$ cat src/rtl/encounter_pkg.sv
//------------------------------------------------------------------------------
// encounter_pkg : states, status code and sprite frame codes for the flower
//                 encounter sequencer.
// Revision      : 1.0
//------------------------------------------------------------------------------
`default_nettype none

package encounter_pkg;

  typedef enum logic [2:0] {
    IDLE       = 3'd0,
    INTRO1     = 3'd1,
    INTRO2     = 3'd2,
    WAVE_START = 3'd3,
    WAVE_RUN   = 3'd4,
    GAP        = 3'd5,
    DONE       = 3'd6
  } enc_state_t;

  localparam logic [3:0] BATTLE_STATUS = 4'd5;

  localparam logic [1:0] FLOWER_NONE = 2'd0;
  localparam logic [1:0] FLOWER_1    = 2'd1;
  localparam logic [1:0] FLOWER_2    = 2'd2;
  localparam logic [1:0] FLOWER_3    = 2'd3;

  localparam int TICK_W = 12;

endpackage

`default_nettype wire

$ cat src/rtl/tick_counter.sv
//------------------------------------------------------------------------------
// tick_counter : frame up-counter with synchronous clear, enable and a
//                terminal-count compare against a caller-selected value.
// Revision     : 1.0
//------------------------------------------------------------------------------
`default_nettype none

module tick_counter #(
  parameter int WIDTH = 12
) (
  input  logic             clk,
  input  logic             rst_n,
  input  logic             i_clear,
  input  logic             i_enable,
  input  logic [WIDTH-1:0] i_terminal,
  output logic             o_at_terminal
);

  localparam logic [WIDTH-1:0] c_one = WIDTH'(1);

  logic [WIDTH-1:0] r_count;

  always_ff @(posedge clk or negedge rst_n) begin
    if (!rst_n) begin
      r_count <= '0;
    end else if (i_clear) begin
      r_count <= '0;
    end else if (i_enable) begin
      r_count <= r_count + c_one;
    end
  end

  assign o_at_terminal = (r_count == i_terminal);

endmodule

`default_nettype wire

$ cat src/rtl/encounter_sequencer.sv
//------------------------------------------------------------------------------
// encounter_sequencer : Moore sequencer for the flower encounter -- intro
//                       frames, timed bullet waves with gaps, then done.
// Revision            : 1.0
//------------------------------------------------------------------------------
`default_nettype none

module encounter_sequencer
  import encounter_pkg::*;
#(
  parameter int INTRO_TICKS = 120,
  parameter int WAVE_TICKS  = 3600,
  parameter int GAP_TICKS   = 60,
  parameter int NUM_WAVES   = 4
) (
  input  logic       frame_clk,
  input  logic       Reset_n,
  input  logic [3:0] status,
  input  logic       pause,
  input  logic       wave_done,
  output logic [1:0] flower_num,
  output logic       start_bullet,
  output logic       bullet_active,
  output logic [2:0] wave_idx,
  output logic       time_up
);

  generate
    if (INTRO_TICKS < 1 || INTRO_TICKS > 4095 || WAVE_TICKS < 1 || WAVE_TICKS > 4095 ||
        GAP_TICKS < 1 || GAP_TICKS > 4095 || NUM_WAVES < 1 || NUM_WAVES > 8) begin : g_param_check
      $error("encounter_sequencer: tick or wave parameter out of range");
    end
  endgenerate

  localparam logic [TICK_W-1:0] c_intro_term = TICK_W'(INTRO_TICKS - 1);
  localparam logic [TICK_W-1:0] c_wave_term  = TICK_W'(WAVE_TICKS - 1);
  localparam logic [TICK_W-1:0] c_gap_term   = TICK_W'(GAP_TICKS - 1);
  localparam logic [2:0]        c_last_wave  = 3'(NUM_WAVES - 1);

  enc_state_t        r_state, w_next_state;
  logic [2:0]        r_wave_idx, w_next_wave_idx;
  logic [1:0]        r_flower_num, w_next_flower_num;
  logic              r_start_bullet, r_bullet_active, r_time_up;
  logic [TICK_W-1:0] w_terminal;
  logic              w_count_en, w_at_terminal, w_tick, w_clear, w_battle;

  // Counting states hold their count while paused; a paused terminal count
  // does not advance the state.
  always_comb begin
    w_terminal = c_intro_term;
    w_count_en = 1'b0;
    case (r_state)
      INTRO1, INTRO2: w_count_en = !pause;
      WAVE_RUN: begin
        w_terminal = c_wave_term;
        w_count_en = !pause;
      end
      GAP: begin
        w_terminal = c_gap_term;
        w_count_en = !pause;
      end
      default: ;
    endcase
  end

  assign w_tick   = w_at_terminal && w_count_en;
  assign w_battle = (status == BATTLE_STATUS);
  assign w_clear  = (w_next_state != r_state);

  tick_counter #(
    .WIDTH (TICK_W)
  ) u_tick_counter (
    .clk           (frame_clk),
    .rst_n         (Reset_n),
    .i_clear       (w_clear),
    .i_enable      (w_count_en),
    .i_terminal    (w_terminal),
    .o_at_terminal (w_at_terminal)
  );

  always_comb begin
    w_next_state    = r_state;
    w_next_wave_idx = r_wave_idx;
    case (r_state)
      IDLE:       if (w_battle) w_next_state = INTRO1;
      INTRO1:     if (w_tick) w_next_state = INTRO2;
      INTRO2:     if (w_tick) w_next_state = WAVE_START;
      WAVE_START: w_next_state = WAVE_RUN;
      WAVE_RUN: begin
        if (wave_done || w_tick) begin
          w_next_state = (r_wave_idx == c_last_wave) ? DONE : GAP;
        end
      end
      GAP: begin
        if (w_tick) begin
          w_next_state    = WAVE_START;
          w_next_wave_idx = r_wave_idx + 3'd1;
        end
      end
      DONE:       ;
      default:    w_next_state = IDLE;
    endcase

    if (r_state != IDLE && !w_battle) begin
      w_next_state = IDLE;
    end
    if (w_next_state == IDLE) begin
      w_next_wave_idx = '0;
    end

    case (w_next_state)
      IDLE:    w_next_flower_num = FLOWER_NONE;
      INTRO1:  w_next_flower_num = FLOWER_1;
      INTRO2:  w_next_flower_num = FLOWER_2;
      default: w_next_flower_num = FLOWER_3;
    endcase
  end

  always_ff @(posedge frame_clk or negedge Reset_n) begin
    if (!Reset_n) begin
      r_state         <= IDLE;
      r_wave_idx      <= '0;
      r_flower_num    <= FLOWER_NONE;
      r_start_bullet  <= 1'b0;
      r_bullet_active <= 1'b0;
      r_time_up       <= 1'b0;
    end else begin
      r_state         <= w_next_state;
      r_wave_idx      <= w_next_wave_idx;
      r_flower_num    <= w_next_flower_num;
      r_start_bullet  <= (w_next_state == WAVE_START);
      r_bullet_active <= (w_next_state == WAVE_RUN);
      r_time_up       <= (w_next_state == DONE);
    end
  end

  assign flower_num    = r_flower_num;
  assign start_bullet  = r_start_bullet;
  assign bullet_active = r_bullet_active;
  assign wave_idx      = r_wave_idx;
  assign time_up       = r_time_up;

endmodule

`default_nettype wire

$ cat config.mk
export PLATFORM = sky130hd
export DESIGN_NAME = encounter_sequencer
export DESIGN_NICKNAME = d
export VERILOG_FILES = /design/src/rtl/encounter_pkg.sv /design/src/rtl/tick_counter.sv /design/src/rtl/encounter_sequencer.sv
export SDC_FILE = /design/constraint.sdc
export NUM_CORES = 1
export LEC_CHECK = 0
export BUFFER_PORTS_ARGS = -buffer_cell sky130_fd_sc_hd__buf_2
export CORE_UTILIZATION = 40
export DETAILED_ROUTE_END_ITERATION = 10
export HOLD_SLACK_MARGIN = 0.05
export MAX_ROUTING_LAYER = met4
export PLACE_DENSITY = 0.65
export SYNTH_ARGS = -nofsm -noshare
export SYNTH_HDL_FRONTEND = slang
export SYNTH_HIERARCHICAL = 1
export SYNTH_SLANG_ARGS = --single-unit
$ cat constraint.sdc
create_clock -name frame_clk -period 3.4 [get_ports frame_clk]
set_clock_uncertainty 0.1 [all_clocks]
set_input_delay 0.17 -clock frame_clk [delete_from_list [all_inputs] [get_ports frame_clk]]
set_output_delay 0.17 -clock frame_clk [all_outputs]
set_load 0.03 [all_outputs]
[Word-level counts from Yosys, hierarchy flattened]
Index checks and enable logic that the tools add are counted.
Widths: inputs -> output; s select.
Word-level totals
  latch bits: 0
  RAM bits: 0
  register bits: 23
  ROM bits: 0
  memories kept: 0
  logic and storage cells: 53
Cells by class
  shifts and indexed selects: 0
  multiplexer cells: 15
  $mul: 0
  bitwise logic cells: 0
  div/mod/pow operators: 0
  magnitude comparators: 0
  reduce and logical (&&, ||, !) cells: 14
  equal/unequal tests: 15
  add/subtract/negate cells: 2
Operator list (number)
  $mux 12: 2
  $mux 3: 8
  $pmux 12 s2: 1
  $pmux 3 s6: 1
  $eq 3x2->1 const B: 5
  $eq 3x3->1 const B: 5
  $add 12x1->12 const B: 1
  $eq 12x12->1: 1
  $eq 3x1->1 const B: 2
  $logic_not 3->1: 2
  $pmux 2 s3: 1
  $reduce_bool 2->1: 3
  $eq 4x3->1 const B: 1
  $reduce_or 4->1: 1
  $add 3x1->3 const B: 1
  $ne 3x3->1: 1
  $reduce_bool 3->1: 1
  $logic_and 1x1->1: 2
  $logic_not 1->1: 2
  $mux 2: 1
  $reduce_and 2->1: 1
  $reduce_or 2->1: 1
  $logic_or 1x1->1: 1
  $mux 1: 1

[Depth between registers and ports, before layout]
  depth after elaboration: 11
  depth in mapped cells: 16
  gate-level depth less buffers: 16

[Modules after synthesis]
The synthesis kept the hierarchy.
By module, submodules not included
  encounter_sequencer: area each 721.9 um^2, cells each 74, instances 1
  tick_counter: area each 721.9 um^2, cells each 74, instances 1

[Worst setup path before layout]
Ideal clock, no wire load.
  path kind: reg-to-reg
  start point: register r_state[2]
  end point: register u_tick_counter.r_count[11]
  path slack: -0.068 ns
  clock period less this slack: 3.468 ns
  arrival time: 3.291 ns
  buffers on the path: 1
  library setup time: 0.078 ns
  stages on the path, launching flop included: 15
  required time: 3.222 ns
  cells stage by stage: dfrtp_1 buf_6 nand2_2 nor2_1 inv_1 xnor2_1 nand4_1 nor3_1 nand3b_1 o22ai_1 o21ai_1 o32ai_1 o211ai_1 or4_1 a21oi_1
Between the ends
  longest elaborated chain between the ends: 10
Ends and longest elaborated chain
  start: declaration: line encounter_sequencer.sv:40  | enc_state_t r_state, w_next_state;
  start signal: assignment: line encounter_sequencer.sv:128  | r_state <= w_next_state;
  $eq 3x3->1: line encounter_sequencer.sv:52  | case (r_state)
  $pmux 12 s2 (*): line encounter_sequencer.sv:52
  net w_terminal[6]: line encounter_sequencer.sv:44  | logic [TICK_W-1:0] w_terminal;
  $eq 12x12->1 (*): line tick_counter.sv:33  | assign o_at_terminal = (r_count == i_terminal);
  net w_at_terminal: line encounter_sequencer.sv:45  | logic w_count_en, w_at_terminal, w_tick, w_clear, w_battle;
  $logic_and 1x1->1 (*): line encounter_sequencer.sv:66  | assign w_tick = w_at_terminal && w_count_en;
  $logic_or 1x1->1: line encounter_sequencer.sv:90  | if (wave_done || w_tick) begin
  $mux 3: line encounter_sequencer.sv:90
  $pmux 3 s6 (*): line encounter_sequencer.sv:84  | case (r_state)
  $mux 3 (*): line encounter_sequencer.sv:104  | if (r_state != IDLE && !w_battle) begin
  $ne 3x3->1 (*): line encounter_sequencer.sv:68  | assign w_clear = (w_next_state != r_state);
  net w_clear: line encounter_sequencer.sv:45
  $mux 12 / $reduce_bool 2->1 (equally long branches)
  end signal: assignment: line tick_counter.sv:29  | r_count <= r_count + c_one;
  end: declaration: line tick_counter.sv:21  | logic [WIDTH-1:0] r_count;
The timed path passes the listed nets; every way through them passes the cells marked *.
A chain may end at the register's enable or synchronous reset.

[Worst setup path in the final report]
  start point: register r_state[1]
  end point: register u_tick_counter.r_count[9]
The elaborated chain is that of the path after synthesis.

==> impl_metrics.toml <==
[yosys]
synth_mux_area_frac = 0.01386
synth-seq-area-share = 0.3986
synthFlopType = "dfrtp_1"
yosysMostFrequentCell = "dfrtp_1"
ys_seq_elements = 23
ys_types = 45
yosys.area_share.xor_xnor = 0.1395
yosys.area_share.simple = 0.2400
syn_area_mm2 = 0.001444
synthAdderAreaFrac = 0.02600
postSynthCellCount = 148
avgSynthCellArea_um2 = 9.756
synth_top_family_by_area = "simple AND/OR/NAND/NOR gates"
synth_common_cells = "dfrtp_1, nor2_1, xnor2_1, inv_1"
yosys-top-cells-area = "dfrtp_1, xnor2_1, nor2_1, xor2_1, ha_1"
ys_warn_count = 6
synth_top_cell_area_share = 0.3986
synthArstFlopShare = 1.000
synth_area_leader_cell = "dfrtp_1"
synth_compound_area_frac = 0.1239
synth_edf_count = 0

[setup_path]
rrSetupSlack_ns = 0.23
crit_type = "reg -> reg"
cp_common_cell = "buf_4"
startpoint = "r_state[1]"
slowest_stage = "dfrtp_1"
startpoint_type = "flip-flop"
cp.required_ns = 3.52
cp_slowest_stage_delay_ns = 0.41
critPathArrivalTime_ns = 3.30
worst-path-max-fanout = 5
path_cells = "inv_2 > nand2_2 > nor2_2 > buf_4 > xnor2_1 > nand4_1 > nor3_2 > buf_4 > nand2b_4 > a21oi_1 > a21bo_2 > a311oi_1 > o32ai_2 > o211ai_1 > buf_4 > nor3_1 > xnor2_1 > nor2_1"
end_kind = "flip-flop"
r2r-start = "r_state[1]"

[layout]
regArea_um2 = 575.6
num-fill-cells = 320
fin_area_mm2 = 0.001670
areaGrowthSynthToFinish_pct = 15.68
final_nets = 186
multi_input_area_um2 = 820.8
n_antenna_cell = 0
layout-drive-gt1-share = 0.2759
final_core_util = 0.4928

[global_routing]
grt_max_degree = 24
use_met3 = 0.02899
busiest_layer = "met2"
met2_usage = 0.2766
grt_pass1_wl_mm = 5.037
grt_pass1_vias = 1113
grt_overflow = 0
grt_use_total = 0.1864
gr-usage-met1 = 0.2474
antenna_found_initial = 0

[timing]
fin_ws_ns = 0.2285
clock.fmax_mhz = 315.3
slew_headroom = 0.6462
drv_slew = 0
tightest_slew_ns = 0.5288
setup_violations = 0
whs_ns = 0.1084
timing.final.crit_share = 0.9328
setup-tns-final_ns = 0
post-route-min-period_ns = 3.171
finalHoldViolations = 0

[clock_network]
htree_levels = 1
clk_latency_ns = 0.32
root_buffer = "clkbuf_4"
clkSinkCount = 23
clkTransAtPathRegs_ns = 0.13
cts_inserted_buffers = 3
cts_max_path_buffers = 2
cts_tree = "done"

[route]
wirelength_mm = 3.000
drt_iter0_drc = 51
vias = 1151
drc = 0
wl_per_cell_um = 13.64
viasPerCell = 5.232
ant_nets = 0
firstDrtPassIters = 4

[power_and_ir_drop]
vdd_ir_drop_max_v = 0.0001148
power_density_mw_per_mm2 = 275.1
p_leak_nw = 0.7573

[floorplan]
die_area_mm2 = 0.003854
num_io_pins = 16
fp-row-count = 21
die_y_um = 62.08
die_w_um = 62.08
start_util = 0.4260
core-area_mm2 = 0.003390

[flow_run]
cap_violations = 0

[placed_design]
place_congestion = 0.8954
pre_cts_ws_ns = 0.1269
dp_hpwl_mm = 2.199
placed_area_mm2 = 0.001595
place.port_buffers = 15

[hold_path]
hp-start = "status[0]"
min_path_type = "in -> reg"

[status]
outcome = "completed"
where the power goes:
group / switching (mW) / internal, mW / total, mW / leakage, nW
registers: 0.00585 / 0.277 / 0.283 / 0.320
logic: 0.0233 / 0.0182 / 0.0415 / 0.422
clock network: 0.0892 / 0.0460 / 0.135 / 0.0150
total: 0.118 / 0.341 / 0.459 / 0.757
worst paths after layout:
kind                       depth (start not counted)                         end
min in group asynchronous                          2                     time_up
max in group asynchronous                          2  u_tick_counter/r_count[10]
setup reg to reg                                  18   u_tick_counter/r_count[9]
hold reg to reg                                    2                 wave_idx[1]
hold / removal                                     3               flower_num[0]
setup / recovery                                  18   u_tick_counter/r_count[9]
cells by family after synthesis:
| family | Yosys count |
|---|---|
| multiplexers | 2 |
| AND/OR/NAND/NOR | 56 |
| flip-flops | 23 |
| other | 2 |
| XOR/XNOR | 23 |
| AO/OA/AOI/OAI | 24 |
| buffers and inverters | 15 |
| adder cells (fa/ha/maj) | 3 |
cell type report:
cell class | instances | area share
clock buffer | 4 | 0.01573
sequential | 23 | 0.3446
inverter | 10 | 0.02247
tap | 46 | 0.03446
timing repair buffer | 25 | 0.09139
multi-input combinational | 112 | 0.4914
critical path, delay by kind of cell, from the launching register on:
| kind | cells | cell delay, ns |
|---|---|---|
| compound gates | 5 | 0.78 |
| xor+xnor | 2 | 0.27 |
| buf+inv | 4 | 0.61 |
| flops | 1 | 0.41 |
| simple gates | 7 | 0.92 |
timing repair:
action,4_1_cts,5_1_grt
hold endpoints to repair,23,0
hold buffers,1,0
resized for setup,0,3
endpoints found under the setup margin,0,4
buffers inserted,0,3
metrics by stage:
| step | instances | power [mW] |
|---|---|---|
| 3_3_place_gp | 212 | 0.3266 |
| 6_report | 220 | 0.4595 |
| 2_1_floorplan | 150 | 0.3105 |
| 3_5_place_dp | 212 | 0.3289 |
| 4_1_cts | 217 | 0.4592 |
| 5_1_grt | 220 | 0.4785 |
state kept, by name, summed over array words and instances (netlist names):
signal,flops
u_tick_counter/r_count,12
flower_num,2
r_state,3
bullet_active,1
time_up,1
wave_idx,3
start_bullet,1
cells in the final DEF (no fill, tap or decap), types with 3 or more instances in the layout:
cell type and count:
a21oi_1 6, buf_2 15, buf_4 9, clkbuf_4 3, conb_1 4, dfrtp_1 23
ha_1 3, inv_1 8, nand2_1 6, nand4_1 5, nor2_1 20, nor3_1 4
o211ai_1 3, xnor2_1 18, xor2_1 5
metal layers:
metal / up-vias / wire length, um
met5: - / 0
met3: 4 / 111
met1: 560 / 1405
met2: 26 / 1433
li1: 561 / -
met4: 0 / 50
(Power assumes the default switching activity.)
